**src/rtl/io_bus_fabric.sv**
```systemverilog
// IO bus fabric: decodes a slave slot from the master address and runs one
// transaction at a time with per-slave ready, timeout and decode-error response.
module io_bus_fabric #(
  parameter int NUM_SLAVES     = 3,
  parameter int SLOT_SHIFT     = 6,
  parameter int TIMEOUT_CYCLES = 255
) (
  input  logic                     clk,
  input  logic                     rst,
  input  logic                     m_req_valid,
  output logic                     m_req_ready,
  input  logic                     m_wr_en,
  input  logic [31:0]              m_address,
  input  logic [31:0]              m_wr_data,
  output logic                     m_rsp_valid,
  output logic                     m_rsp_err,
  output logic [31:0]              m_rd_data,
  output logic                     s_rd_en,
  output logic                     s_wr_en,
  output logic [NUM_SLAVES-1:0]    s_cs,
  output logic [31:0]              s_address,
  output logic [31:0]              s_wr_data,
  input  logic [NUM_SLAVES*32-1:0] s_rd_data,
  input  logic [NUM_SLAVES-1:0]    s_ready
);

  localparam int SEL_W = $clog2(NUM_SLAVES);
  localparam int TO_W  = $clog2(TIMEOUT_CYCLES + 1);

  localparam logic [1:0] IDLE   = 2'd0;
  localparam logic [1:0] ACCESS = 2'd1;
  localparam logic [1:0] WAIT   = 2'd2;
  localparam logic [1:0] RESP   = 2'd3;

  logic [1:0]            state;
  logic [SEL_W-1:0]      slot;
  logic                  wr;
  logic [TO_W-1:0]       cnt;

  logic [SEL_W-1:0]      addr_slot;
  logic                  slot_ok;
  logic [NUM_SLAVES-1:0] onehot;
  logic                  sel_ready;
  logic [31:0]           sel_data;

  assign addr_slot = m_address[SLOT_SHIFT +: SEL_W];
  assign slot_ok   = {1'b0, addr_slot} < (SEL_W + 1)'(NUM_SLAVES);
  assign onehot    = {{(NUM_SLAVES-1){1'b0}}, 1'b1} << addr_slot;

  // Only the latched slot's ready/data are visible; other slots are masked out.
  always_comb begin
    sel_ready = 1'b0;
    sel_data  = '0;
    for (int unsigned i = 0; i < NUM_SLAVES; i++) begin
      if (slot == SEL_W'(i)) begin
        sel_ready = s_ready[i];
        sel_data  = s_rd_data[32*i +: 32];
      end
    end
  end

  always_ff @(posedge clk or negedge rst) begin
    if (!rst) begin
      state       <= IDLE;
      slot        <= '0;
      wr          <= 1'b0;
      cnt         <= '0;
      m_req_ready <= 1'b0;
      m_rsp_valid <= 1'b0;
      m_rsp_err   <= 1'b0;
      m_rd_data   <= '0;
      s_rd_en     <= 1'b0;
      s_wr_en     <= 1'b0;
      s_cs        <= '0;
      s_address   <= '0;
      s_wr_data   <= '0;
    end else begin
      s_rd_en     <= 1'b0;
      s_wr_en     <= 1'b0;
      m_rsp_valid <= 1'b0;
      case (state)
        IDLE: begin
          if (m_req_ready && m_req_valid) begin
            m_req_ready <= 1'b0;
            wr          <= m_wr_en;
            slot        <= addr_slot;
            s_address   <= m_address;
            s_wr_data   <= m_wr_data;
            cnt         <= TO_W'(1);
            if (slot_ok) begin
              state   <= ACCESS;
              s_cs    <= onehot;
              s_rd_en <= !m_wr_en;
              s_wr_en <= m_wr_en;
            end else begin
              state       <= RESP;
              m_rsp_valid <= 1'b1;
              m_rsp_err   <= 1'b1;
              m_rd_data   <= '0;
            end
          end else begin
            m_req_ready <= 1'b1;
          end
        end
        ACCESS, WAIT: begin
          // Ready is checked before the terminal count so a late ready still succeeds.
          if (sel_ready) begin
            state       <= RESP;
            s_cs        <= '0;
            m_rsp_valid <= 1'b1;
            m_rsp_err   <= 1'b0;
            m_rd_data   <= wr ? '0 : sel_data;
          end else if (cnt == TO_W'(TIMEOUT_CYCLES)) begin
            state       <= RESP;
            s_cs        <= '0;
            m_rsp_valid <= 1'b1;
            m_rsp_err   <= 1'b1;
            m_rd_data   <= '0;
          end else begin
            state <= WAIT;
            cnt   <= cnt + TO_W'(1);
          end
        end
        RESP: begin
          state       <= IDLE;
          m_req_ready <= 1'b1;
          m_rsp_err   <= 1'b0;
          m_rd_data   <= '0;
        end
        default: state <= IDLE;
      endcase
    end
  end

endmodule

```
**config.mk**
```make
export PLATFORM = sky130hd
export DESIGN_NAME = io_bus_fabric
export DESIGN_NICKNAME = d
export VERILOG_FILES = /design/src/rtl/io_bus_fabric.sv
export SDC_FILE = /design/constraint.sdc
export NUM_CORES = 1
export LEC_CHECK = 0
export CORE_ASPECT_RATIO = 0.8
export CORE_UTILIZATION = 42
export DETAILED_ROUTE_END_ITERATION = 7
export PLACE_DENSITY_LB_ADDON = 0.05
export SLEW_MARGIN = 20
export SYNTH_ARGS = -nofsm -noshare
export SYNTH_HDL_FRONTEND = slang
export SYNTH_SLANG_ARGS = --single-unit
```
**constraint.sdc**
```tcl
create_clock -name clk -period 3.1 [get_ports clk]
set_clock_uncertainty 0.1 [all_clocks]
set_input_delay 0.31 -clock clk [delete_from_list [all_inputs] [get_ports clk]]
set_output_delay 0.31 -clock clk [all_outputs]
set_load 0.005 [all_outputs]
```
==> metrics.txt, run 1 <==
CTS root buf=clkbuf_16; Crit path arrival time=2870 ps; routability-driven placement congestion ratio=0.817; CP Launch Type=flop; library cells used by synthesis=40; CTS Buf Count=17; CP endpoint=m_rd_data[19]$_DFFE_PN0P_; DR WL/cell=16.7 um; Hold Fails Final Rpt=0; critical path's largest stage delay=870 ps; area grow syn2layout=60.4%; number of global-route vias before repair=4,775; Synth Register Bits=115; RSZ-0062 raised after global routing=false; CTS tree=done; minimum clock period=2680 ps; Util after Layout=0.703; Comb power frac=0.484; max-slew violations=0; Nets=862; FMAX=373 MHz; FF-to-FF path depth=6; Net Sw Frac=0.315; DR vias=4,468; diode count=0; die area=14,100 um2; core region area=13,100 um2; IO Pins=271; Mapped Cells=431; vias per inst=5.08; worst-path cell chain=inv_1, ha_1, inv_1, a221o_1, o21a_2, mux2_2; Max Buffers Root-to-Sink=2; slew of the pin with the lowest slew margin=1090 ps; Clock power frac=0.222; TritonRoute pass-1 iters=4; Max H-tree Level=4; Main synth FF type=dfrtp_1; Top Family by Delay on Critical Path=compound AO/OA/AOI/OAI gates; Post-DRT Antenna Nets=0; row cnt=37; Final setup viols=0; share of layout cells above drive strength 1=0.207; Starting Density=0.438; DRT Wirelength=14,700 um; # DRC=0; cell depth of the worst setup path=6; CP Data Required Time=3280 ps; wire length of the first global-routing pass=23,700 um; flop2flop setup slack=420 ps; Min-Delay Path Class=input pin to async pin; Clk Latency, worst-skew pair=400 ps; LEAKAGE=0.00398 uW; Crit path top cell by count=inv_1; Max IR drop VDD=0.675 mV; GRT Util Overall=0.216; max_cap viols=0; syn nets=602; synthesized area=5720 um2; critical path type=flop to flop; Die Ht=106 um; global route overflow=0; WP buf/inv=2; crit end category=flop; dpl hpwl=10,900 um; CTS Sinks=115; Die Wd=132 um; fraction of registers with async set/reset=1.00; EDFF count, synth=0; Power Density=980 nW/um2; YS warnings=0; syn_area_per_cell=13.3 um2; Critical path origin=state[0]$_DFFE_PN0P_; R2R Path End=m_rd_data[19]$_DFFE_PN0P_; IO Port Bufs=270; initial antenna violation count=0; Final period util=0.865; status=completed; iteration-0 DRC count of the detailed router=185; net switching power=2830 uW; Max FO, Critical Path=33; Post-CTS Setup Inserts=0; Pint=6160 uW; critical path's slowest cell=o21a_2; Worst-path clk slew=60 ps; Seq/Total Area, Yosys=0.503; setup TNS=0 ps; slew margin rel.=0.273; FF-to-FF Start=state[0]$_DFFE_PN0P_; largest net degree at the start of global routing=91; Seq pwr share=0.295
per-stage QoR:
stage / std cells / setup slack (ps) / hold slack [ps] / area (um2) / power (uW)
floorplan: 431 / 883 / -85.6 / 5720 / 5040
global placement: 846 / 346 / 135 / 8540 / 6920
detailed placement: 846 / 268 / 139 / 8540 / 7050
CTS: 879 / 411 / 259 / 9170 / 9090
global route: 879 / 243 / 284 / 9170 / 9530
finish: 879 / 417 / 258 / 9170 / 8990
cells in the mapped netlist, drive strengths merged, types with 2 or more instances:
master	n	share of area
o21a	2	0.0026
a21boi	4	0.0053
buf	12	0.014
or4	5	0.0066
a21oi	3	0.0026
nor3	2	0.0018
nor2	7	0.0046
nand2	9	0.0059
and3b	32	0.049
o21ai	3	0.0026
nand2b	3	0.0033
o211ai	2	0.0026
and3	4	0.0044
nor4b	2	0.0031
ha	4	0.0088
nand3	5	0.0044
nor3b	2	0.0026
o2bb2ai	33	0.051
mux2i	35	0.061
mux2	100	0.22
clkbuf	25	0.016
inv	5	0.0033
o31ai	3	0.0039
dfrtp	115	0.50
nor2b	2	0.0022
metal layers:
metal / track usage / wire length [um] / vias to the layer above / part of all wire
met1: 0.237 / 5830 / 2183 / 0.40
met2: 0.389 / 7720 / 153 / 0.52
met3: 0.0782 / 987 / 14 / 0.067
li1: - / - / 2118 / -
met5: 0 / 0 / - / 0
met4: 0.0632 / 174 / 0 / 0.012
cells in the final DEF, fill, tap and decap left out, types with 4 or more instances in the layout:
master and count:
nand3_1 5, or4_1 5, clkdlybuf4s50_1 269, clkbuf_16 17
and3b_1 32, mux2_2 70, buf_4 6, nand2_1 9
mux2i_1 35, mux2_4 30, inv_1 5, dfrtp_1 114
nor2_1 7, o2bb2ai_1 33, ha_1 4, clkinv_4 5
logic make-up (layout without fill, tap and decap cells):
logic type	count (synthesis)	count (layout)	share of synthesized area
buffers and inverters	42	315	0.0341
muxes	135	135	0.278
and+or+nand+nor	79	79	0.0961
AOI/OAI and AO/OA	56	56	0.0797
adders and majority gates	4	4	0.00876
DFF	115	115	0.503
worst min path at each step:
stage          start                        end
2_1_floorplan    rst         cnt[0]$_DFFE_PN0P_
3_3_place_gp     rst  m_rd_data[29]$_DFFE_PN0P_
3_5_place_dp     rst  m_rd_data[29]$_DFFE_PN0P_
4_1_cts          rst  m_rd_data[29]$_DFFE_PN0P_
5_1_grt          rst  m_rd_data[29]$_DFFE_PN0P_
6_report         rst  m_rd_data[29]$_DFFE_PN0P_
power by group through the flow:
stage                     logic (uW)  clock network (uW)  registers, uW
after floorplan                 2420                   0           2620
after global routing            4680                2110           2750
after CTS                       4400                2030           2660
final                           4350                1990           2650
after detailed placement        4380                   0           2670
after global placement          4290                   0           2630
worst register-to-register path, stage by stage, from the launching register on:
cell	delay [ps]
dfrtp_1	370
inv_1	70
ha_1	420
inv_1	140
a221o_1	180
o21a_2	870
mux2_2	430
registers in the layout (all words and copies together), names as in the netlist:
register,flops
s_rd_en,1
m_req_ready,1
state,2
m_rsp_valid,1
s_address,32
m_rsp_err,1
s_cs,3
s_wr_data,32
cnt,8
wr,1
s_wr_en,1
m_rd_data,32
cell type report:
| cell class | count | area, um2 |
|---|---|---|
| Clock inverter | 14 | 179 |
| Multi-Input combinational cell | 274 | 2650 |
| Clock buffer | 18 | 439 |
| Fill cell | 948 | 3880 |
| Timing Repair Buffer | 278 | 2790 |
| Sequential cell | 115 | 2880 |
| Inverter | 5 | 18.8 |
| Tap cell | 175 | 219 |
repair_timing:
| action | CTS | global route |
|---|---|---|
| hold endpoints to repair | 25 | 0 |
| hold buffers | 1 | 0 |
| gates resized for setup | 0 | 0 |
Note: power is estimated with default switching activity, not from simulation.
==> inputs of run 2 (changes only) <==
- CELL_PAD_IN_SITES_DETAIL_PLACEMENT: unset -> 1
- CELL_PAD_IN_SITES_GLOBAL_PLACEMENT: unset -> 1
- CORE_UTILIZATION: 42 -> 32
==> run 2 against run 1 <==
Against the previous run:
- critical path depth is 2 higher
- critical endpoint is now m_rd_data[9]$_DFFE_PN0P_
- non-clock buffer count is 3 higher
- clock power is 5% lower
- design area is 0.41% higher
- clock-buffer cell count is 3 higher
- sequential power hardly changed
==> metrics.txt, run 2 (synthesis gave the netlist of run 1 again) <==
# DRC=0 (unchanged); largest registers=m_rd_data: 32 flops, s_address: 32 flops, s_wr_data: 32 flops (unchanged); FMAX=409 MHz (was 373 MHz); slew of the pin with the lowest slew margin=904 ps (was 1090 ps); CTS tree=done (unchanged); Max Buffers Root-to-Sink=2 (unchanged); flop2flop setup slack=660 ps (was 420 ps); Final period util=0.788 (was 0.865); Util after Layout=0.528 (was 0.703); row cnt=43 (was 37); DR WL/cell=18.2 um (was 16.7 um); Starting Density=0.328 (was 0.438); iteration-0 DRC count of the detailed router=148 (was 185); slew margin rel.=0.398 (was 0.273); setup TNS=0 ps (unchanged); routability-driven placement congestion ratio=0.764 (was 0.817); initial antenna violation count=0 (unchanged); Clk Latency, worst-skew pair=400 ps (about the same); most common cell after layout, fill and taps aside=clkdlybuf4s50_1 (unchanged); Critical path origin=state[0]$_DFFE_PN0P_ (unchanged); max-slew violations=0 (unchanged); Die Wd=151 um (was 132 um); # fillers=1,796 (was 948); Max FO, Critical Path=32 (was 33); global route overflow=0 (unchanged); Post-DRT Antenna Nets=0 (unchanged); critical path type=flop to flop (unchanged); TritonRoute pass-1 iters=4 (unchanged); share of layout cells above drive strength 1=0.207 (about the same); cell area after layout=9210 um2 (was 9170 um2); vias per inst=4.86 (was 5.08); CP endpoint=m_rd_data[9]$_DFFE_PN0P_ (was m_rd_data[19]$_DFFE_PN0P_); Min-Delay Path Class=input pin to async pin (unchanged); Final Power=8990 uW (about the same); wire length of the first global-routing pass=26,500 um (was 23,700 um); IO Pins=271 (unchanged); Crit path arrival time=2630 ps (was 2870 ps); max_cap viols=0 (unchanged); LEAKAGE=0.00398 uW (about the same); GRT Util Overall=0.191 (was 0.216); Final setup viols=0 (unchanged); largest net degree at the start of global routing=84 (was 91); Nets=865 (was 862); FF-to-FF path depth=8 (was 6); R2R Path End=m_rd_data[9]$_DFFE_PN0P_ (was m_rd_data[19]$_DFFE_PN0P_); CP Data Required Time=3290 ps (was 3280 ps); DR vias=4,516 (was 4,468); CTS Buf Count=17 (unchanged); worst setup margin=656 ps (was 417 ps); DRT Wirelength=16,900 um (was 14,700 um); status=completed (unchanged); dpl hpwl=12,600 um (was 10,900 um); CTS root buf=clkbuf_16 (unchanged); CP Launch Type=flop (unchanged); Hold Fails Final Rpt=0 (unchanged); number of global-route vias before repair=5,042 (was 4,775); die area=18,400 um2 (was 14,100 um2); CTS Sinks=115 (unchanged); most frequent cells in the layout=clkdlybuf4s50_1 (269), dfrtp_1 (114), mux2_2 (70), mux2i_1 (35), o2bb2ai_1 (33) (unchanged); Reg area=2880 um2 (unchanged); Multi-input gate area=2660 um2 (was 2650 um2); minimum clock period=2440 ps (was 2680 ps); Max IR drop VDD=0.527 mV (was 0.675 mV); RSZ-0062 raised after global routing=false (unchanged); Worst-path clk slew=50 ps (was 60 ps); Max H-tree Level=4 (unchanged); FF-to-FF Start=state[0]$_DFFE_PN0P_ (unchanged); Power Density=976 nW/um2 (was 980 nW/um2); diode count=0 (unchanged); core region area=17,400 um2 (was 13,100 um2); crit end category=flop (unchanged); area grow syn2layout=61.1% (was 60.4%); Cell Area, Placed=8620 um2 (was 8540 um2); Die Ht=122 um (was 106 um); post-place setup slack=156 ps (was 268 ps); IO Port Bufs=270 (unchanged)
-- run 2: cell count changes in the layout (fill, tap and decap cells not counted), sizes merged --
cell	before	now
inv	7	5
clkbuf	18	21
clkinv	6	4
bufinv	3	2
buf	8	11
-- run 2: routing by layer --
layer	wire length, um	vias to the layer above	GRT usage
met2	8930	132	0.337
met5	0	-	0
li1	-	2125	-
met1	6470	2243	0.213
met4	235	0	0.0519
met3	1260	16	0.0723
-- run 2: layout make-up --
cell class / count / area share
clock buffers: 21 / 0.0511
multi-input cells: 274 / 0.288
inverters: 5 / 0.00204
repair buffers: 281 / 0.304
clock inverters: 9 / 0.0115
well taps: 225 / 0.0306
flip-flops and latches: 115 / 0.313
-- run 2: what timing repair did --
| item | CTS | global route |
|---|---|---|
| setup buffers | 0 | 0 |
| hold buffers | 1 | 0 |
| endpoints found under the hold margin | 32 | 0 |
| gates resized for setup | 0 | 0 |
-- run 2: worst min-delay path by stage --
stage	startpoint	slack [ps]	to
after floorplan	rst	-90	cnt[0]$_DFFE_PN0P_
after global placement	rst	190	m_rd_data[25]$_DFFE_PN0P_
after detailed placement	rst	200	m_rd_data[25]$_DFFE_PN0P_
after CTS	rst	310	m_rd_data[25]$_DFFE_PN0P_
after global routing	rst	340	m_rd_data[25]$_DFFE_PN0P_
final	rst	300	m_rd_data[25]$_DFFE_PN0P_
-- run 2: power by group --
group          total, uW  internal [uW]  switching [uW]
logic               4430           2670            1770
clock network       1900           1230             668
registers           2660           2200             456
total               8990           6100            2890
-- run 2: through the flow --
stage,cells,hold WS [ps]
after floorplan,431,-85.6
after global placement,899,187
after detailed placement,899,197
after CTS,930,308
after global routing,930,343
final,930,303
-- run 2: worst max-delay path: stages (launching register included) --
cell and delay, ps:
dfrtp_1 380, inv_1 80, ha_1 310, buf_4 180, nor2b_1 130, a32o_1 370, buf_4 300, and3b_1 210
mux2_4 260
